===== src/rtl/aes_dec_pkg.sv =====
// ============================================================================
// Module      : aes_dec_pkg
// Description : Shared types and constants for the AES-128 decrypt sequencer.
// Revision    : 1.0 - initial release
// ============================================================================
`default_nettype none

package aes_dec_pkg;

  localparam int NR_DEF = 10;
  localparam int KIDX_W = 4;
  localparam int SRC_W  = 3;

  typedef enum logic [2:0] {
    ST_IDLE = 3'd0,
    ST_ARK0 = 3'd1,
    ST_ISR  = 3'd2,
    ST_ISB  = 3'd3,
    ST_ARK  = 3'd4,
    ST_IMC  = 3'd5,
    ST_DONE = 3'd6
  } state_t;

  localparam logic [SRC_W-1:0] SRC_IN  = 3'd0;
  localparam logic [SRC_W-1:0] SRC_ISR = 3'd1;
  localparam logic [SRC_W-1:0] SRC_ISB = 3'd2;
  localparam logic [SRC_W-1:0] SRC_ARK = 3'd3;
  localparam logic [SRC_W-1:0] SRC_IMC = 3'd4;

endpackage

`default_nettype wire


===== src/rtl/aes_dec_round_ctrl_if.sv =====
// ============================================================================
// Module      : aes_dec_round_ctrl_if
// Description : Handshake and stage-control bundle of the decrypt sequencer.
// Revision    : 1.0 - initial release
// ============================================================================
`default_nettype none

interface aes_dec_round_ctrl_if #(
  parameter int KIDX_W = aes_dec_pkg::KIDX_W
);
  import aes_dec_pkg::*;

  logic              key_ready;
  logic              in_valid;
  logic              in_ready;
  logic              abort;
  logic              isr_start;
  logic              isb_start;
  logic              ark_start;
  logic              imc_start;
  logic [SRC_W-1:0]  src_sel;
  logic [KIDX_W-1:0] key_idx;
  logic              busy;
  logic              out_valid;
  logic              out_ready;

  // master = wrapper side, slave = sequencer
  modport master (
    output key_ready, in_valid, abort, out_ready,
    input  in_ready, isr_start, isb_start, ark_start, imc_start,
    input  src_sel, key_idx, busy, out_valid
  );

  modport slave (
    input  key_ready, in_valid, abort, out_ready,
    output in_ready, isr_start, isb_start, ark_start, imc_start,
    output src_sel, key_idx, busy, out_valid
  );

endinterface

`default_nettype wire


===== src/rtl/aes_round_counter.sv =====
// ============================================================================
// Module      : aes_round_counter
// Description : Round down-counter with load of NR-1, decrement and zero flag.
// Revision    : 1.0 - initial release
// ============================================================================
`default_nettype none

module aes_round_counter #(
  parameter int NR = 10,
  parameter int W  = 4
) (
  input  wire logic         clk,
  input  wire logic         reset_n,
  input  wire logic         i_load,
  input  wire logic         i_dec,
  output logic [W-1:0]      o_count,
  output logic              o_zero
);

  logic [W-1:0] r_count;

  // Saturates at zero so a stray decrement can never wrap the index
  always_ff @(posedge clk or negedge reset_n) begin
    if (!reset_n) begin
      r_count <= W'(NR);
    end else if (i_load) begin
      r_count <= W'(NR - 1);
    end else if (i_dec && (r_count != '0)) begin
      r_count <= r_count - 1'b1;
    end
  end

  assign o_count = r_count;
  assign o_zero  = (r_count == '0);

endmodule

`default_nettype wire


===== src/rtl/aes_dec_round_ctrl.sv =====
// ============================================================================
// Module      : aes_dec_round_ctrl
// Description : Inverse-cipher sequencer pulsing AES decrypt stage starts.
// Revision    : 1.0 - initial release
// ============================================================================
`default_nettype none

module aes_dec_round_ctrl
  import aes_dec_pkg::*;
#(
  parameter int NR     = NR_DEF,
  parameter int KIDX_W = aes_dec_pkg::KIDX_W
) (
  input wire logic             clk,
  input wire logic             reset_n,
  aes_dec_round_ctrl_if.slave  bus
);

  state_t            r_state;
  state_t            w_next;
  logic              r_from_imc;
  logic              w_load;
  logic              w_dec;
  logic              w_zero;
  logic [KIDX_W-1:0] w_count;
  logic              w_in_ready;
  logic              w_isr;
  logic              w_isb;
  logic              w_ark;
  logic              w_imc;
  logic [SRC_W-1:0]  w_src;
  logic [KIDX_W-1:0] w_key;

  aes_round_counter #(
    .NR (NR),
    .W  (KIDX_W)
  ) u_cnt (
    .clk     (clk),
    .reset_n (reset_n),
    .i_load  (w_load),
    .i_dec   (w_dec),
    .o_count (w_count),
    .o_zero  (w_zero)
  );

  // r_from_imc picks the ISR source: ARK output on round entry, IMC otherwise
  always_ff @(posedge clk or negedge reset_n) begin
    if (!reset_n) begin
      r_state    <= ST_IDLE;
      r_from_imc <= 1'b0;
    end else begin
      r_state    <= w_next;
      r_from_imc <= (r_state == ST_IMC);
    end
  end

  always_comb begin
    w_next     = r_state;
    w_in_ready = 1'b0;
    w_isr      = 1'b0;
    w_isb      = 1'b0;
    w_ark      = 1'b0;
    w_imc      = 1'b0;
    w_src      = SRC_IN;
    w_key      = '0;
    w_load     = 1'b0;
    w_dec      = 1'b0;
    if (bus.abort && (r_state != ST_IDLE)) begin
      w_next = ST_IDLE;
    end else begin
      case (r_state)
        ST_IDLE: begin
          w_in_ready = bus.key_ready;
          if (bus.in_valid && bus.key_ready) w_next = ST_ARK0;
        end
        ST_ARK0: begin
          w_ark  = 1'b1;
          w_key  = KIDX_W'(NR);
          w_load = 1'b1;
          w_next = ST_ISR;
        end
        ST_ISR: begin
          w_isr  = 1'b1;
          w_src  = r_from_imc ? SRC_IMC : SRC_ARK;
          w_next = ST_ISB;
        end
        ST_ISB: begin
          w_isb  = 1'b1;
          w_src  = SRC_ISR;
          w_next = ST_ARK;
        end
        ST_ARK: begin
          w_ark  = 1'b1;
          w_src  = SRC_ISB;
          w_key  = w_count;
          w_next = w_zero ? ST_DONE : ST_IMC;
        end
        ST_IMC: begin
          w_imc  = 1'b1;
          w_src  = SRC_ARK;
          w_dec  = 1'b1;
          w_next = ST_ISR;
        end
        ST_DONE: begin
          w_in_ready = bus.out_ready && bus.key_ready;
          if (bus.out_ready) begin
            w_next = (bus.in_valid && bus.key_ready) ? ST_ARK0 : ST_IDLE;
          end
        end
        default: w_next = ST_IDLE;
      endcase
    end
  end

  assign bus.in_ready  = w_in_ready;
  assign bus.isr_start = w_isr;
  assign bus.isb_start = w_isb;
  assign bus.ark_start = w_ark;
  assign bus.imc_start = w_imc;
  assign bus.src_sel   = w_src;
  assign bus.key_idx   = w_key;
  assign bus.busy      = (r_state != ST_IDLE);
  assign bus.out_valid = (r_state == ST_DONE);

endmodule

`default_nettype wire


===== src/flat_wrapper.sv =====
// flat-port wrapper written by rule: the top's interface ports become plain ports
module aes_dec_round_ctrl_flat import aes_dec_pkg::*;
#(
  parameter int NR     = NR_DEF,
  parameter int KIDX_W = aes_dec_pkg::KIDX_W
)
  (clk, reset_n, bus_key_ready, bus_in_valid, bus_abort, bus_out_ready, bus_in_ready, bus_isr_start, bus_isb_start, bus_ark_start, bus_imc_start, bus_src_sel, bus_key_idx, bus_busy, bus_out_valid);
  aes_dec_round_ctrl_if #(.KIDX_W(KIDX_W)) bus_i ();
  input wire logic clk;
  input wire logic reset_n;
  input wire logic [$bits(bus_i.key_ready)-1:0] bus_key_ready;
  input wire logic [$bits(bus_i.in_valid)-1:0] bus_in_valid;
  input wire logic [$bits(bus_i.abort)-1:0] bus_abort;
  input wire logic [$bits(bus_i.out_ready)-1:0] bus_out_ready;
  output wire logic [$bits(bus_i.in_ready)-1:0] bus_in_ready;
  output wire logic [$bits(bus_i.isr_start)-1:0] bus_isr_start;
  output wire logic [$bits(bus_i.isb_start)-1:0] bus_isb_start;
  output wire logic [$bits(bus_i.ark_start)-1:0] bus_ark_start;
  output wire logic [$bits(bus_i.imc_start)-1:0] bus_imc_start;
  output wire logic [$bits(bus_i.src_sel)-1:0] bus_src_sel;
  output wire logic [$bits(bus_i.key_idx)-1:0] bus_key_idx;
  output wire logic [$bits(bus_i.busy)-1:0] bus_busy;
  output wire logic [$bits(bus_i.out_valid)-1:0] bus_out_valid;
  assign bus_i.key_ready = bus_key_ready;
  assign bus_i.in_valid = bus_in_valid;
  assign bus_i.abort = bus_abort;
  assign bus_i.out_ready = bus_out_ready;
  assign bus_in_ready = bus_i.in_ready;
  assign bus_isr_start = bus_i.isr_start;
  assign bus_isb_start = bus_i.isb_start;
  assign bus_ark_start = bus_i.ark_start;
  assign bus_imc_start = bus_i.imc_start;
  assign bus_src_sel = bus_i.src_sel;
  assign bus_key_idx = bus_i.key_idx;
  assign bus_busy = bus_i.busy;
  assign bus_out_valid = bus_i.out_valid;
  aes_dec_round_ctrl #(.NR(NR), .KIDX_W(KIDX_W)) u_core (.clk(clk), .reset_n(reset_n), .bus(bus_i));
endmodule

===== config.mk =====
export PLATFORM = sky130hd
export DESIGN_NAME = aes_dec_round_ctrl_flat
export DESIGN_NICKNAME = d
export VERILOG_FILES = /design/src/rtl/aes_dec_pkg.sv /design/src/rtl/aes_dec_round_ctrl_if.sv /design/src/rtl/aes_round_counter.sv /design/src/rtl/aes_dec_round_ctrl.sv /design/src/flat_wrapper.sv
export SDC_FILE = /design/constraint.sdc
export NUM_CORES = 1
export LEC_CHECK = 0
export ABC_AREA = 1
export CELL_PAD_IN_SITES_DETAIL_PLACEMENT = 1
export CELL_PAD_IN_SITES_GLOBAL_PLACEMENT = 2
export CORE_UTILIZATION = 24
export CTS_BUF_LIST = sky130_fd_sc_hd__clkbuf_8
export DETAILED_ROUTE_END_ITERATION = 16
export PLACE_DENSITY_LB_ADDON = 0.1
export SLEW_MARGIN = 15
export SYNTH_ARGS = -nofsm -noshare
export SYNTH_HDL_FRONTEND = slang
export SYNTH_SLANG_ARGS = --single-unit
export TNS_END_PERCENT = 30

===== constraint.sdc =====
create_clock -name clk -period 2 [get_ports clk]
set_clock_uncertainty 0.05 [all_clocks]
set_input_delay 0.6 -clock clk [delete_from_list [all_inputs] [get_ports clk]]
set_output_delay 0.6 -clock clk [all_outputs]
set_load 0.02 [all_outputs]

==> impl_metrics.yaml <==
sta:
  rsz0062_at_grt: "yes"
  timing.final.crit_share_pct: 101
  hold_viol_final: 0
  tightest_slew_ns: 0.388
  setup_viol: 2
  max_freq_mhz: 495
  hold_ws_ns: 0.448
  slew_violations: 0
  setup_ws_ns: -0.0211
  relSlewSlack_pct: 74.0
  min_period_ns: 2.02
  finalSetupTns_ns: -0.0352
critical_path:
  setup.worst_path.end_class: "primary output"
  crit_path_start_kind: "flop"
  cp_max_fo: 4
  cp.arrival_ns: 1.37
  timing.critical_path.required_ns: 1.35
  rr_worst_depth: 9
  worstSetupPathType: "flop to primary output"
pwr:
  leakage_nw: 0.638
  sw_frac_of_total_pct: 44.1
  power_density_mw_per_mm2: 1270
  p_int_uw: 833
  power_switching_uw: 658
  power.total_mw: 1.49
  p_clk_share_pct: 13.4
  combPwrFrac_pct: 68.2
  seqPwrFrac_pct: 18.3
  peakVddDrop_uv: 570
cts:
  cts_tree: "done"
  clk_path_buf_depth: 2
  clock-sinks: 8
  cts-buffers-inserted: 3
  clock_latency_ns: 0.23
  cts_hold_buf: 0
  path_clk_slew_ns: 0.04
  root_buffer: "clkbuf_8"
  htree_levels: 1
synth:
  synth_top_flop_cell: "dfrtp_1"
  synthTopCellsByArea: "dfrtp_1 (23%), nand2_1 (15%), nand3_1 (10%)"
  yosysTopAreaCell: "dfrtp_1"
  yosysWarningCount: 0
  synth_fp_nets: 107
  ys_seq_area_share_pct: 31.7
  syn_area_um2: 639
  ys_ff_latch: 8
  yosysTopAreaCellShare_pct: 23.5
  yosysMostFrequentCell: "nand2_1"
  synthDistinctLibCells: 22
  ys_top_cells_by_count: "nand2_1 (26), nor2_1 (15), inv_1 (14)"
  syn_inst: 100
  synth_edf_count: 0
  async_flop_share_pct: 100
  avgSynthCellArea_um2: 6.39
die:
  coreArea_mm2: 0.00250
  io_pins: 20
  row_count: 18
  start_util_pct: 25.6
  die_y_um: 53.6
  die_w_um: 53.6
  dieArea_mm2: 0.00287
global_route:
  antenna_found_initial: 0
  grt_max_degree: 9
  overflow: 0
  grt_pass1_wl_um: 3730
  track_usage_pct: 18.6
  first_global_vias: 800
worst_hold_path:
  min_path_type: "flop to flop"
  whs_path_depth: 2
placed_design:
  gp_congestion: 0.759
  dp_slack_ns: -0.888
  port_buffers: 19
  hpwl_um: 1800
routing:
  ant_nets: 0
  first_iter_violations: 7
  firstDrtPassIters: 4
  drc: 0
  wl_per_cell_um: 12.8
  viasPerCell: 4.59
  vias: 827
  finalWirelength_um: 2310
outcome:
  status: "finished with violations"
  violations: "setup timing"
finish:
  num-nets-final: 159
  nFillCells: 332
  areaGrowthSynthToFinish_pct: 83.4
  layout-drive-gt1-share_pct: 52.0
  antenna_cells: 0
job:
  drv_cap: 0
## timing repair
action	CTS	global route
gates resized for setup	79	22
endpoints found under the setup margin	14	14
setup buffers	2	1
pin swaps	5	6
## through the flow
stage | instances | util, % | instance area (um2)
floorplan | 100 | - | 642
global placement | 174 | 42.4 | 1060
detailed placement | 174 | 42.4 | 1060
CTS | 179 | 44.5 | 1110
global route | 180 | 46.9 | 1170
finish | 180 | 46.9 | 1170
## cell usage in the layout (no fill, tap or decap), types with 2 or more instances in the layout
cell type        synthesis  routed
buf_2                    1       5
buf_4                    0      30
buf_6                    0       7
clkbuf_8                 0       3
clkdlybuf4s50_1          0       3
dfrtp_1                  6       4
dfrtp_2                  0       2
dfstp_2                  2       2
inv_1                   14      12
inv_2                    3       4
nand2_1                 26      20
nand2_2                  3       7
nand2_4                  0       2
nand3_1                 13      13
nor2_1                  15       8
nor2_2                   2       6
nor2_4                   1       4
o21ai_1                  0       3
## worst paths after layout
| kind | startpoint | slack [ns] | to |
|---|---|---|---|
| max | u_core.r_state[0] | -0.02 | bus_src_sel[2] |
| min | u_core.u_cnt.o_count[0] | 0.45 | u_core.u_cnt.o_count[0] |
| max reg2reg | u_core.u_cnt.o_count[1] | 0.43 | u_core.r_state[1] |
| min reg2reg | u_core.u_cnt.o_count[0] | 0.45 | u_core.u_cnt.o_count[0] |
| max in group asynchronous | reset_n | 0.97 | u_core.u_cnt.o_count[3] |
| min in group asynchronous | reset_n | 0.60 | u_core.u_cnt.o_count[2] |
## worst max-delay path, stage by stage (launching register included)
cell,delay (ns)
dfrtp_2,0.43
inv_2,0.12
nand2_2,0.09
nor2_4,0.14
inv_1,0.06
nor3_1,0.12
buf_2,0.19
## layer usage
layer	global-route usage [%]	vias up	wire length, um
li1	-	413	-
met1	25.4	398	1090
met2	29.0	14	1110
met3	5.37	2	92
met4	3.95	0	10
met5	0	-	0
## state kept, by name, summed over array words and instances (netlist names)
name	count
u_core.r_from_imc	1
u_core.r_state	3
u_core.u_cnt.o_count	4
## cells by family after synthesis
| family | synth area share (%) |
|---|---|
| and+or+nand+nor | 49.1 |
| adders and majority gates | 1.96 |
| xor gates and xnor gates | 1.37 |
| AOI/OAI and AO/OA | 5.09 |
| buffers and inverters | 10.8 |
| DFF | 31.7 |
## cell type report
class	count	area [um2]	area share, %
multi-input combinational	74	433	36.9
sequential	8	205	17.5
clock buffer	3	41.3	3.52
timing repair buffer	48	389	33.2
tap	30	37.5	3.20
inverter	17	66.3	5.66
## power groups by stage
stage / Sequential (mW) / Combinational (mW) / Clock (mW)
final: 0.273 / 1.02 / 0.200
after global routing: 0.280 / 1.12 / 0.213
after CTS: 0.264 / 0.914 / 0.205
after detailed placement: 0.265 / 0.885 / 0
after global placement: 0.263 / 0.870 / 0
after floorplan: 0.265 / 0.423 / 0
(Power assumes the default switching activity.)
